$ cat src/rtl/testdrive_apb_regfile_completer_if.sv
// APB bus bundle between a requester (master) and a register-file completer (slave).
interface testdrive_apb_regfile_completer_if #(
  parameter int C_ADDR_BITS = 10
);
  logic                   psel;
  logic                   penable;
  logic                   pwrite;
  logic [C_ADDR_BITS-1:0] paddr;
  logic [31:0]            pwdata;
  logic [3:0]             pstrb;
  logic [31:0]            prdata;
  logic                   pready;
  logic                   pslverr;

  modport master (
    output psel, penable, pwrite, paddr, pwdata, pstrb,
    input  prdata, pready, pslverr
  );

  modport slave (
    input  psel, penable, pwrite, paddr, pwdata, pstrb,
    output prdata, pready, pslverr
  );
endinterface

$ cat src/rtl/testdrive_apb_regfile_completer.sv
// APB completer over a bank of 32-bit registers with byte strobes and
// programmable wait states. Register 0 is a read-only ID word.
module testdrive_apb_regfile_completer #(
  parameter int          C_ADDR_BITS   = 10,
  parameter int          C_REG_COUNT   = 16,
  parameter logic [31:0] C_ID          = 32'h0,
  parameter int          C_WAIT_CYCLES = 0
) (
  input  logic                           i_clk,
  input  logic                           i_rst,
  testdrive_apb_regfile_completer_if.slave apb,
  output logic [32*C_REG_COUNT-1:0]      o_reg_data,
  output logic                           o_wr_pulse,
  output logic [$clog2(C_REG_COUNT)-1:0] o_wr_index,
  output logic                           o_busy
);

  localparam int C_IDX_W = $clog2(C_REG_COUNT);

  typedef enum logic {ST_IDLE, ST_WAIT} state_t;

  state_t             r_state;
  logic [7:0]         r_cnt;
  logic               r_pready;
  logic               r_pslverr;
  logic [31:0]        r_prdata;
  logic               r_wr_pulse;
  logic [C_IDX_W-1:0] r_wr_index;
  logic               r_busy;

  logic [31:0]            w_regs [C_REG_COUNT];
  logic [C_ADDR_BITS-3:0] w_idx;
  logic [C_IDX_W-1:0]     w_rd_idx;
  logic                   w_err;
  logic                   w_access;
  logic                   w_commit;
  logic [31:0]            w_rd_data;
  logic [31:0]            w_capture;
  logic                   w_unused_bits;

  // Word index decode; the byte offset bits carry no meaning for word registers.
  assign w_idx         = apb.paddr[C_ADDR_BITS-1:2];
  assign w_rd_idx      = w_idx[C_IDX_W-1:0];
  assign w_unused_bits = &{1'b0, apb.paddr[1:0]};
  assign w_err         = (32'(w_idx) >= 32'(C_REG_COUNT)) | (apb.pwrite & (w_idx == '0));
  assign w_access      = apb.psel & apb.penable;
  assign w_commit      = (r_state == ST_WAIT) & w_access & r_pready & apb.pwrite & ~w_err;
  assign w_rd_data     = w_err ? 32'h0 : w_regs[w_rd_idx];
  assign w_capture     = apb.pwrite ? 32'h0 : w_rd_data;

  assign w_regs[0] = C_ID;

  // Writable registers: each one commits its strobed bytes when addressed by a good write.
  for (genvar gi = 1; gi < C_REG_COUNT; gi++) begin : g_reg
    logic [31:0] r_reg;
    always_ff @(posedge i_clk) begin
      if (i_rst) begin
        r_reg <= 32'h0;
      end else if (w_commit && (w_rd_idx == C_IDX_W'(gi))) begin
        for (int b = 0; b < 4; b++) begin
          if (apb.pstrb[b]) r_reg[8*b +: 8] <= apb.pwdata[8*b +: 8];
        end
      end
    end
    assign w_regs[gi] = r_reg;
  end

  for (genvar gi = 0; gi < C_REG_COUNT; gi++) begin : g_flat
    assign o_reg_data[32*gi +: 32] = w_regs[gi];
  end

  // Transfer FSM: setup accepted in IDLE, wait-state countdown and completion in WAIT.
  always_ff @(posedge i_clk) begin
    if (i_rst) begin
      r_state    <= ST_IDLE;
      r_cnt      <= 8'd0;
      r_pready   <= 1'b0;
      r_pslverr  <= 1'b0;
      r_prdata   <= 32'h0;
      r_wr_pulse <= 1'b0;
      r_wr_index <= '0;
      r_busy     <= 1'b0;
    end else begin
      r_wr_pulse <= 1'b0;
      case (r_state)
        ST_IDLE: begin
          if (apb.psel && !apb.penable) begin
            r_state <= ST_WAIT;
            r_busy  <= 1'b1;
            r_cnt   <= 8'(C_WAIT_CYCLES);
            if (C_WAIT_CYCLES == 0) begin
              r_pready  <= 1'b1;
              r_pslverr <= w_err;
              r_prdata  <= w_capture;
            end
          end
        end
        ST_WAIT: begin
          if (!w_access) begin
            // Requester abandoned the transfer: drop back without side effects.
            r_state   <= ST_IDLE;
            r_busy    <= 1'b0;
            r_pready  <= 1'b0;
            r_pslverr <= 1'b0;
          end else if (r_pready) begin
            r_state   <= ST_IDLE;
            r_busy    <= 1'b0;
            r_pready  <= 1'b0;
            r_pslverr <= 1'b0;
            if (apb.pwrite && !w_err) begin
              r_wr_pulse <= 1'b1;
              r_wr_index <= w_rd_idx;
            end
          end else if (r_cnt <= 8'd1) begin
            r_pready  <= 1'b1;
            r_pslverr <= w_err;
            r_prdata  <= w_capture;
          end else begin
            r_cnt <= r_cnt - 8'd1;
          end
        end
        default: r_state <= ST_IDLE;
      endcase
    end
  end

  assign apb.prdata  = r_prdata;
  assign apb.pready  = r_pready;
  assign apb.pslverr = r_pslverr;
  assign o_wr_pulse  = r_wr_pulse;
  assign o_wr_index  = r_wr_index;
  assign o_busy      = r_busy;

endmodule

$ cat src/flat_wrapper.sv
// flat-port wrapper written by rule: the top's interface ports become plain ports
module testdrive_apb_regfile_completer_flat 
#(
  parameter int          C_ADDR_BITS   = 10,
  parameter int          C_REG_COUNT   = 16,
  parameter logic [31:0] C_ID          = 32'h0,
  parameter int          C_WAIT_CYCLES = 0
)
  (i_clk, i_rst, o_reg_data, o_wr_pulse, o_wr_index, o_busy, apb_psel, apb_penable, apb_pwrite, apb_paddr, apb_pwdata, apb_pstrb, apb_prdata, apb_pready, apb_pslverr);
  testdrive_apb_regfile_completer_if #(.C_ADDR_BITS(C_ADDR_BITS)) apb_i ();
  input  logic i_clk;
  input  logic i_rst;
  output logic [32*C_REG_COUNT-1:0] o_reg_data;
  output logic o_wr_pulse;
  output logic [$clog2(C_REG_COUNT)-1:0] o_wr_index;
  output logic o_busy;
  input wire logic [$bits(apb_i.psel)-1:0] apb_psel;
  input wire logic [$bits(apb_i.penable)-1:0] apb_penable;
  input wire logic [$bits(apb_i.pwrite)-1:0] apb_pwrite;
  input wire logic [$bits(apb_i.paddr)-1:0] apb_paddr;
  input wire logic [$bits(apb_i.pwdata)-1:0] apb_pwdata;
  input wire logic [$bits(apb_i.pstrb)-1:0] apb_pstrb;
  output wire logic [$bits(apb_i.prdata)-1:0] apb_prdata;
  output wire logic [$bits(apb_i.pready)-1:0] apb_pready;
  output wire logic [$bits(apb_i.pslverr)-1:0] apb_pslverr;
  assign apb_i.psel = apb_psel;
  assign apb_i.penable = apb_penable;
  assign apb_i.pwrite = apb_pwrite;
  assign apb_i.paddr = apb_paddr;
  assign apb_i.pwdata = apb_pwdata;
  assign apb_i.pstrb = apb_pstrb;
  assign apb_prdata = apb_i.prdata;
  assign apb_pready = apb_i.pready;
  assign apb_pslverr = apb_i.pslverr;
  testdrive_apb_regfile_completer #(.C_ADDR_BITS(C_ADDR_BITS), .C_REG_COUNT(C_REG_COUNT), .C_ID(C_ID), .C_WAIT_CYCLES(C_WAIT_CYCLES)) u_core (.i_clk(i_clk), .i_rst(i_rst), .apb(apb_i), .o_reg_data(o_reg_data), .o_wr_pulse(o_wr_pulse), .o_wr_index(o_wr_index), .o_busy(o_busy));
endmodule
$ cat config.mk
export PLATFORM = sky130hd
export DESIGN_NAME = testdrive_apb_regfile_completer_flat
export DESIGN_NICKNAME = d
export VERILOG_FILES = /design/src/rtl/testdrive_apb_regfile_completer_if.sv /design/src/rtl/testdrive_apb_regfile_completer.sv /design/src/flat_wrapper.sv
export SDC_FILE = /design/constraint.sdc
export NUM_CORES = 1
export LEC_CHECK = 0
export CORE_ASPECT_RATIO = 0.5
export CORE_MARGIN = 2
export CORE_UTILIZATION = 49
export DETAILED_ROUTE_END_ITERATION = 10
export PLACE_DENSITY = 0.81
export SLEW_MARGIN = 20
export SYNTH_ARGS = -nofsm -noshare
export SYNTH_HDL_FRONTEND = slang
export SYNTH_SLANG_ARGS = --single-unit
$ cat constraint.sdc
create_clock -name i_clk -period 3 [get_ports i_clk]
set_clock_uncertainty 0.15 [all_clocks]
set_input_delay 0.3 -clock i_clk [delete_from_list [all_inputs] [get_ports i_clk]]
set_output_delay 0.3 -clock i_clk [all_outputs]
set_load 0.02 [all_outputs]
==> metrics <==
Worst Path Required=3.37 ns; Synth area leaders=dfxtp_1 (42%), a21oi_1 (7.7%), mux2i_1 (7.2%), mux4_2 (6.5%), nand3_1 (5.8%); Max-cap violations=0; largest net degree at the start of global routing=163; CTS tree=built; initial antenna violation count=5; setup TNS=0 ns; critical path, cell by cell=nor4_1, a41o_1, and4b_2, a32o_1; most common flop cell mapped by yosys=dfxtp_1; Power Density=445 nW/um2; gr ovfl total=0; outcome=completed; Critical Path Slowest Stage Cell=and4b_2; WP data arrival=3.06 ns; IO Pins=603; cells after synthesis=2725; Clk Latency, worst-skew pair=0.57 ns; VDD IR-drop max=446 uV; startpoint types=flip-flop; DP Cell Count=3733; area delta synth->final=29.7%; leading area contributor after synthesis=dfxtp_1; CTS Buffer Depth=3; Setup crit end kind=flip-flop; Mapped Area=25100 um2; clock-pin slew on the worst setup and hold paths=0.07 ns; clk sinks=529; Synth async-reset ratio=0; die width=324 um; DRT Wirelength=101000 um; worst-margin pin slew=1.14 ns; initial detailed-routing violation count=4005; number of global-route vias before repair=22900; H-tree depth=2; CP Class=flip-flop to flip-flop; CTS Buf Count=48; Reg2Reg Setup Slack=0.31 ns; ANT nets after route=0; HP Class=input port to flip-flop; Avg Inst Size Synth=9.19 um2; fin crit share=0.896; final setup fails=0; endpoints failing hold=0; RePlAce Congestion=0.944; number of flip-flops under the largest register name=480; layout cell share with drive strength beyond 1=0.105; first-pass GRT wire length=148000 um; Nets=3147; fill count=3954; Die H=164 um; core area=50400 um2; overall routing resource usage=0.363; synth cell count leaders=dfxtp_1 (529), a21oi_1 (386), nand3_1 (292); top-count cell post-synth=dfxtp_1; Root Buffer=clkbuf_16; Post-synth EDFFs=0; Via density=6.56; WL/cell=26.5 um; I/O Buffers=568; CP peak stage delay=1.02 ns; Vias=25100; DPL Wire Length=67100 um; Post-route DRC=0; slew margin rel.=0.242; Final Hold Slack=0.135 ns; Seq/Total Area, Yosys=0.423; Leak=11.2 nW; die area=53100 um2; minimum clock period=2.69 ns; RSZ-0062 raised after global routing=false; FP Rows=58; Largest delay share family, worst path=simple AND/OR/NAND/NOR gates; Yosys reg bits=529; fin cells=3825; Pins Over Slew Limit=0; Crit Path Max Fanout=32; initial core utilization=0.497; postcts setup bufs=0; yosys synthesis warning count=0; Buf/Inv on CP=0; top cell type's share of synthesized area=0.423; DRT Pass-1 Iters=7; fmax=372 MHz; post-synthesis cell type count=59
-- cell families (layout without fill, tap and decap cells) --
family,Yosys count,after routing,share of synthesized area
AO/OA/AOI/OAI,854,854,0.192
AND/OR/NAND/NOR,662,662,0.152
flip-flops,529,529,0.423
buffers and inverters,369,742,0.0697
multiplexers,308,308,0.162
adder cells (fa/ha/maj),2,2,0.000999
other,1,38,0.000150
-- tightest hold or removal path, cell delays in order --
cell     delay, ns
buf_4         0.27
nand2_1       0.14
a21oi_1       0.06
-- per-layer routing --
metal	part of all wire	routed length, um	track usage
met5	0	0	0
met4	0.086	8680	0.246
met3	0.10	10400	0.0647
met2	0.44	44400	0.547
met1	0.37	37700	0.477
-- area by class of cell --
type                    instances  area (um2)  area share
inverters                       4        15.0    0.000462
repair buffers                653        6530       0.201
well taps                     690         863      0.0266
multi-input cells            1858       12900       0.397
clock buffers                  75        1510      0.0466
diodes                          6        15.0    0.000462
flip-flops and latches        529       10600       0.326
clock inverters                10        83.8     0.00258
-- per-stage QoR --
step           utilization  power, mW  area [um2]  setup WS [ns]
6_report             0.645       14.5       32500          0.311
5_1_grt              0.645       14.8       32500          0.257
4_1_cts              0.645       14.4       32500          0.469
3_5_place_dp         0.613       8.21       30900          0.255
3_3_place_gp         0.613       8.20       30900          0.282
2_1_floorplan            -       7.90       25200          0.854
-- repair_timing --
action	in CTS	in global routing
resized for setup	0	0
hold buffers	1	0
setup endpoints to repair	0	0
endpoints found under the hold margin	23	0
-- power by group --
group          internal, mW  switching, mW
Clock                  3.55           2.82
Sequential             7.03         0.0126
Combinational         0.299          0.754
Total                  10.9           3.58
-- worst paths after layout --
check,from,endpoint,cells after the start
worst max-delay path,u_core.r_cnt[3],u_core.apb.prdata[15],4
worst min-delay path,apb_paddr[5],u_core.o_wr_index[3],3
worst max register to register,u_core.r_cnt[3],u_core.apb.prdata[15],4
worst min register to register,u_core.o_wr_index[3],u_core.o_wr_index[3],2
-- layout by cell type, fill, tap and decap left out, types with 7 or more instances in the layout --
| cell | netlist | layout |
|---|---|---|
| nand2_1 | 46 | 46 |
| a22o_1 | 8 | 8 |
| buf_12 | 0 | 16 |
| clkbuf_8 | 0 | 19 |
| clkbuf_1 | 227 | 7 |
| dfxtp_1 | 529 | 529 |
| o21ai_0 | 291 | 290 |
| mux2_2 | 56 | 56 |
| and2_1 | 10 | 10 |
| a32o_1 | 24 | 24 |
| clkbuf_16 | 0 | 49 |
| mux2i_1 | 180 | 180 |
| conb_1 | 1 | 32 |
| buf_4 | 55 | 71 |
| nand4_1 | 70 | 70 |
| o221ai_1 | 24 | 24 |
| a22oi_1 | 32 | 32 |
| and3_1 | 9 | 8 |
| clkdlybuf4s50_1 | 0 | 563 |
| nand3_4 | 10 | 10 |
| mux4_2 | 72 | 72 |
| nand2b_1 | 162 | 161 |
| a21oi_1 | 386 | 385 |
| nor2b_1 | 9 | 7 |
| nor2_1 | 16 | 16 |
| nand3_1 | 292 | 292 |
| o31ai_1 | 67 | 67 |
Power figures use the tool's default switching activity.
